File: config.mk
export PLATFORM = sky130hd
export DESIGN_NAME = mem_access_unit
export DESIGN_NICKNAME = d
export VERILOG_FILES = /design/src/rtl/mem_access_unit.sv
export SDC_FILE = /design/constraint.sdc
export NUM_CORES = 1
export LEC_CHECK = 0
export ABC_AREA = 1
export CAP_MARGIN = 20
export CORE_UTILIZATION = 48
export CTS_BUF_LIST = sky130_fd_sc_hd__clkbuf_16
export CTS_CLUSTER_SIZE = 25
export DETAILED_ROUTE_END_ITERATION = 10
export PLACE_DENSITY = 0.84
export SLEW_MARGIN = 30
export SYNTH_ARGS = -nofsm -noshare
export SYNTH_HDL_FRONTEND = slang
export SYNTH_SLANG_ARGS = --single-unit
export TNS_END_PERCENT = 20
File: constraint.sdc
create_clock -name i_clk -period 10.85 [get_ports i_clk]
set_clock_uncertainty 0.15 [all_clocks]
set_input_delay 3.255 -clock i_clk [delete_from_list [all_inputs] [get_ports i_clk]]
set_output_delay 3.255 -clock i_clk [all_outputs]
set_load 0.005 [all_outputs]
File: src/rtl/mem_access_unit.sv
// mem_access_unit
// Bridges an RV32I load/store request from the CPU onto a single-outstanding
// memory bus transaction and returns the sign/zero-extended load result.
//
// Ports:
//   i_clk, i_rst          clock and asynchronous active-high reset
//   i_req, i_we           request strobe (sampled when o_ready=1), 1=store
//   i_funct3              RV32I width code
//   i_addr, i_wdata       byte address and right-justified store data
//   o_ready               1 while idle and able to accept a request
//   o_done, o_err         completion pulse and its error qualifier
//   o_rdata               extended load result, held until the next o_done
//   o_bus_*               transaction start pulse plus address/size/data/direction
//   i_bus_data, i_bus_DV  read data and transaction-complete pulse from the bus
module mem_access_unit #(
  parameter int TIMEOUT_CYCLES = 4096
) (
  input  logic        i_clk,
  input  logic        i_rst,
  input  logic        i_req,
  input  logic        i_we,
  input  logic [2:0]  i_funct3,
  input  logic [31:0] i_addr,
  input  logic [31:0] i_wdata,
  output logic        o_ready,
  output logic        o_done,
  output logic [31:0] o_rdata,
  output logic        o_err,
  output logic [31:0] o_bus_data,
  output logic [31:0] o_bus_address,
  output logic        o_bus_DV,
  output logic [2:0]  o_bhw,
  output logic        o_write_notread,
  input  logic [31:0] i_bus_data,
  input  logic        i_bus_DV
);

  typedef enum logic [2:0] {
    S_IDLE,
    S_ISSUE,
    S_WAIT,
    S_DONE,
    S_DRAIN
  } state_t;

  localparam logic [15:0] TO_LAST = 16'(TIMEOUT_CYCLES - 1);

  state_t      r_state;
  state_t      w_next;
  logic [15:0] r_count;
  logic [31:0] r_addr;
  logic [31:0] r_wdata;
  logic        r_we;
  logic [2:0]  r_funct3;
  logic [2:0]  r_bhw;
  logic        r_done;
  logic        r_err;
  logic [31:0] r_rdata;
  logic        w_legal;
  logic        w_accept;
  logic        w_timeout;
  logic        w_complete;
  logic [31:0] w_ext;
  logic [2:0]  w_bhw;

  // A request is legal only for the width codes RV32I defines for its
  // direction; anything else is answered locally without touching the bus.
  always_comb begin
    w_legal = 1'b0;
    if (i_we) begin
      w_legal = (i_funct3 == 3'b000) || (i_funct3 == 3'b001) || (i_funct3 == 3'b010);
    end else begin
      w_legal = (i_funct3 == 3'b000) || (i_funct3 == 3'b001) || (i_funct3 == 3'b010) ||
                (i_funct3 == 3'b100) || (i_funct3 == 3'b101);
    end
  end

  // Byte-count encoding derived from the low two funct3 bits at acceptance,
  // registered so it reads as zero while in reset.
  always_comb begin
    w_bhw = 3'b001;
    case (i_funct3[1:0])
      2'b10:   w_bhw = 3'b100;
      2'b01:   w_bhw = 3'b010;
      default: w_bhw = 3'b001;
    endcase
  end

  // Load extension: upper bus bytes beyond the access width are don't-care,
  // so they are masked before sign or zero extension.
  always_comb begin
    w_ext = 32'h0;
    case (r_funct3)
      3'b000:  w_ext = {{24{i_bus_data[7]}}, i_bus_data[7:0]};
      3'b001:  w_ext = {{16{i_bus_data[15]}}, i_bus_data[15:0]};
      3'b010:  w_ext = i_bus_data;
      3'b100:  w_ext = {24'h0, i_bus_data[7:0]};
      3'b101:  w_ext = {16'h0, i_bus_data[15:0]};
      default: w_ext = 32'h0;
    endcase
  end

  assign w_accept   = (r_state == S_IDLE) && i_req;
  assign w_complete = (r_state == S_WAIT) && i_bus_DV;
  assign w_timeout  = (r_state == S_WAIT) && !i_bus_DV && (r_count == TO_LAST);

  // State register; reset abandons any transaction in flight.
  always_ff @(posedge i_clk or posedge i_rst) begin
    if (i_rst) begin
      r_state <= S_IDLE;
    end else begin
      r_state <= w_next;
    end
  end

  // Next-state logic. Illegal requests reuse DONE for their one-cycle error
  // pulse. A timeout moves to DRAIN so the late response of the abandoned
  // transaction is swallowed before another one may start.
  always_comb begin
    w_next = r_state;
    case (r_state)
      S_IDLE: begin
        if (i_req) begin
          w_next = w_legal ? S_ISSUE : S_DONE;
        end
      end
      S_ISSUE: w_next = S_WAIT;
      S_WAIT: begin
        if (i_bus_DV) begin
          w_next = S_DONE;
        end else if (w_timeout) begin
          w_next = S_DRAIN;
        end
      end
      S_DONE: w_next = S_IDLE;
      S_DRAIN: begin
        if (i_bus_DV) begin
          w_next = S_IDLE;
        end
      end
      default: w_next = S_IDLE;
    endcase
  end

  // Timeout counter: zeroed while issuing so it starts at 0 on the first
  // WAIT cycle, then counts WAIT cycles that pass without a response.
  always_ff @(posedge i_clk or posedge i_rst) begin
    if (i_rst) begin
      r_count <= 16'h0;
    end else if (r_state == S_ISSUE) begin
      r_count <= 16'h0;
    end else if ((r_state == S_WAIT) && !i_bus_DV) begin
      r_count <= r_count + 16'h1;
    end
  end

  // Request latch and completion registers. o_done/o_err are single-cycle
  // pulses; o_rdata only changes when a completion is reported, and is zero
  // for stores, illegal requests and timeouts.
  always_ff @(posedge i_clk or posedge i_rst) begin
    if (i_rst) begin
      r_addr   <= 32'h0;
      r_wdata  <= 32'h0;
      r_we     <= 1'b0;
      r_funct3 <= 3'b000;
      r_bhw    <= 3'b000;
      r_done   <= 1'b0;
      r_err    <= 1'b0;
      r_rdata  <= 32'h0;
    end else begin
      r_done <= 1'b0;
      r_err  <= 1'b0;
      if (w_accept && w_legal) begin
        r_addr   <= i_addr;
        r_wdata  <= i_wdata;
        r_we     <= i_we;
        r_funct3 <= i_funct3;
        r_bhw    <= w_bhw;
      end
      if (w_accept && !w_legal) begin
        r_done  <= 1'b1;
        r_err   <= 1'b1;
        r_rdata <= 32'h0;
      end
      if (w_complete) begin
        r_done  <= 1'b1;
        r_err   <= 1'b0;
        r_rdata <= r_we ? 32'h0 : w_ext;
      end
      if (w_timeout) begin
        r_done  <= 1'b1;
        r_err   <= 1'b1;
        r_rdata <= 32'h0;
      end
    end
  end

  assign o_ready         = (r_state == S_IDLE);
  assign o_bus_DV        = (r_state == S_ISSUE);
  assign o_done          = r_done;
  assign o_err           = r_err;
  assign o_rdata         = r_rdata;
  assign o_bus_address   = r_addr;
  assign o_bus_data      = r_wdata;
  assign o_write_notread = r_we;
  assign o_bhw           = r_bhw;

endmodule

==> flow_summary.toml <==
[status]
outcome = "finished clean"

[clock_network]
htree_levels = 4
numCtsBuffers = 17
cts.sinks = 124
cts_buffer_depth = 2
cts_root_buf = "clkbuf_16"
post_cts_resized = 0
hold_buffers = 0
clkTransAtPathRegs_ns = 0.06
cts_tree = "built"
clk_latency_ns = 0.41
cts_setup_buffers = 0

[sta]
fin_crit_ns = 5.63
setup_viol = 0
finalMaxSlewViolations = 0
fin_crit_sh_pct = 51.9
max_freq_mhz = 178
tns_ns = 0
finalWorstSetupSlack_ns = 5.22
holdWs_ns = 0.350
rsz0062_at_grt = "false"
slew_headroom_pct = 51.5
worst_pin_slew_ns = 0.727
final_hold_viol_count = 0

[global_routing]
grt_pass1_wl_um = 24500
grt_usage_pct = 25.4
grt_max_degree = 83
gr-total-overflow = 0
grt_pass1_vias = 4915
antenna_found_initial = 0

[pwr]
pwr_density_cell_nw_per_um2 = 254
total_power_mw = 2.11
p_leak_nw = 3.95
vdd.ir_drop.worst_v = 0.000176

[worst_setup_path]
cp_top_family = "buffers and inverters"
crit_chain = "inv_2 > nand3_1 > inv_1 > clkdlybuf4s50_1"
arrival_ns = 2.23
crit_slowest_cell = "clkdlybuf4s50_1"
crit_type = "register to output port"
max_stage_delay_ns = 0.53
rr_worst_depth = 6
worst-path-stages = 4
critPathMaxFanout = 19
start_kind = "register"
cp_data_required_time_ns = 7.45
cp-end-kind = "output port"
crit_buf_inv = 3

[synthesis]
yosysWarnings = 0
synthesis.area_um2 = 5680
ys_seq_area_share_pct = 54.6
syn_nets = 790
yosysUniqueCellTypes = 26
synth.avg_cell_area_um2 = 8.35
ys_seq_elements = 124
syn_inst = 680

[floorplanning]
coreArea_um2 = 11500
die_area_um2 = 12300
num_io_pins = 208
die_y_um = 111
initial_utilization_pct = 49.5
rows = 39
die_w_um = 111

[placed_design]
dp.cells = 1006
gp_congestion = 0.820
dpl-instance-area_um2 = 7750
portBuffers = 207
dp.final_hpwl_um = 10200
post-place-ws_ns = 5.26

[detailed_routing]
drt-initial-drc-count = 230
drc = 0
wl_per_cell_um = 14.3
num_vias = 5088
drtPass1Iterations = 4
vias_per_cell = 4.90
wl_um = 14800
final_antenna_net_count = 0

[hold_path]
hold_depth = 2
hold_class = "register to register"

[final_layout]
final_area_um2 = 8330
area_growth_pct = 46.6
final_cells = 1038
final_core_util_pct = 72.6
fin_nets = 992
diodes = 0
drive_gt1_share_pct = 6.37

[flow_run]
cap_violations = 0
-- cells by family after synthesis --
kind of cell	synth area share, %
adder cells (fa/ha/maj)	1.32
AO/OA/AOI/OAI	9.14
flip-flops	54.6
AND/OR/NAND/NOR	24.0
buffers and inverters	10.9
-- cell usage in the layout, fill, tap and decap left out, types with 2 or more instances in the layout --
master and instances:
o21ai_0 18, o21ai_1 71, clkdlybuf4s50_1 207, clkinv_4 4, a21oi_1 10, nand3_1 61, bufinv_16 2, dfrtp_1 124
clkinv_2 3, nand3_2 4, nor2_1 32, inv_2 4, inv_1 100, nor2_2 6, clkbuf_16 17, buf_4 4
nor2_4 2, ha_1 6, clkinvlp_4 5, nand2_1 198, nand4_1 6
-- tightest hold or removal path, stage by stage, from the launching register on --
cell and delay (ns):
dfrtp_1 0.34, nand3_1 0.08, nand2_1 0.05
-- layer usage --
layer	track usage [%]	up-vias	share of wire, %
li1	-	2539	-
met1	30.8	2363	41
met2	41.9	146	50
met3	5.96	40	4.9
met4	14.0	0	4.0
met5	0	-	0
-- layout make-up --
cell class              instances  area (um^2)
well taps                     143          179
clock buffers                  17          425
fillers                       851         3140
multi-input cells             422         1960
clock inverters                15          151
flip-flops and latches        124         3100
inverters                     105          397
repair buffers                212         2110
-- path summary, 6_finish.rpt --
check	to	startpoint	slack [ns]
setup / recovery	o_bus_DV	r_state[2]	5.22
hold / removal	o_rdata[18]	o_rdata[18]	0.35
setup reg to reg	o_rdata[19]	r_funct3[1]	8.57
hold reg to reg	o_rdata[18]	o_rdata[18]	0.35
max in group asynchronous	o_bus_data[28]	i_rst	6.33
min in group asynchronous	o_bus_address[17]	i_rst	3.14
-- power breakdown --
group / switching, mW / internal, mW
clock: 0.208 / 0.336
combinational: 0.360 / 0.449
sequential: 0.115 / 0.646
total: 0.682 / 1.43
-- synth_stat cells, drive strengths merged --
master / number / share of area (%)
a21oi: 11 / 1.0
nand3: 66 / 6.4
nand2: 198 / 13
nor3b: 1 / 0.13
o31ai: 1 / 0.13
buf: 26 / 3.8
o21ai: 89 / 7.8
dfrtp: 124 / 55
ha: 6 / 1.3
inv: 105 / 6.9
nor2: 40 / 3.2
nor3: 2 / 0.46
nand4: 6 / 0.66
clkbuf: 3 / 0.20
o21a: 1 / 0.13
and2: 1 / 0.11
-- state kept, by name (all words and copies together) (netlist names) --
| name | flops |
|---|---|
| r_count | 16 |
| o_rdata | 32 |
| o_bhw | 3 |
| o_bus_data | 32 |
| o_done | 1 |
| o_err | 1 |
| r_state | 3 |
| o_write_notread | 1 |
| r_funct3 | 3 |
| o_bus_address | 32 |
Note: power is estimated with default switching activity, not from simulation.
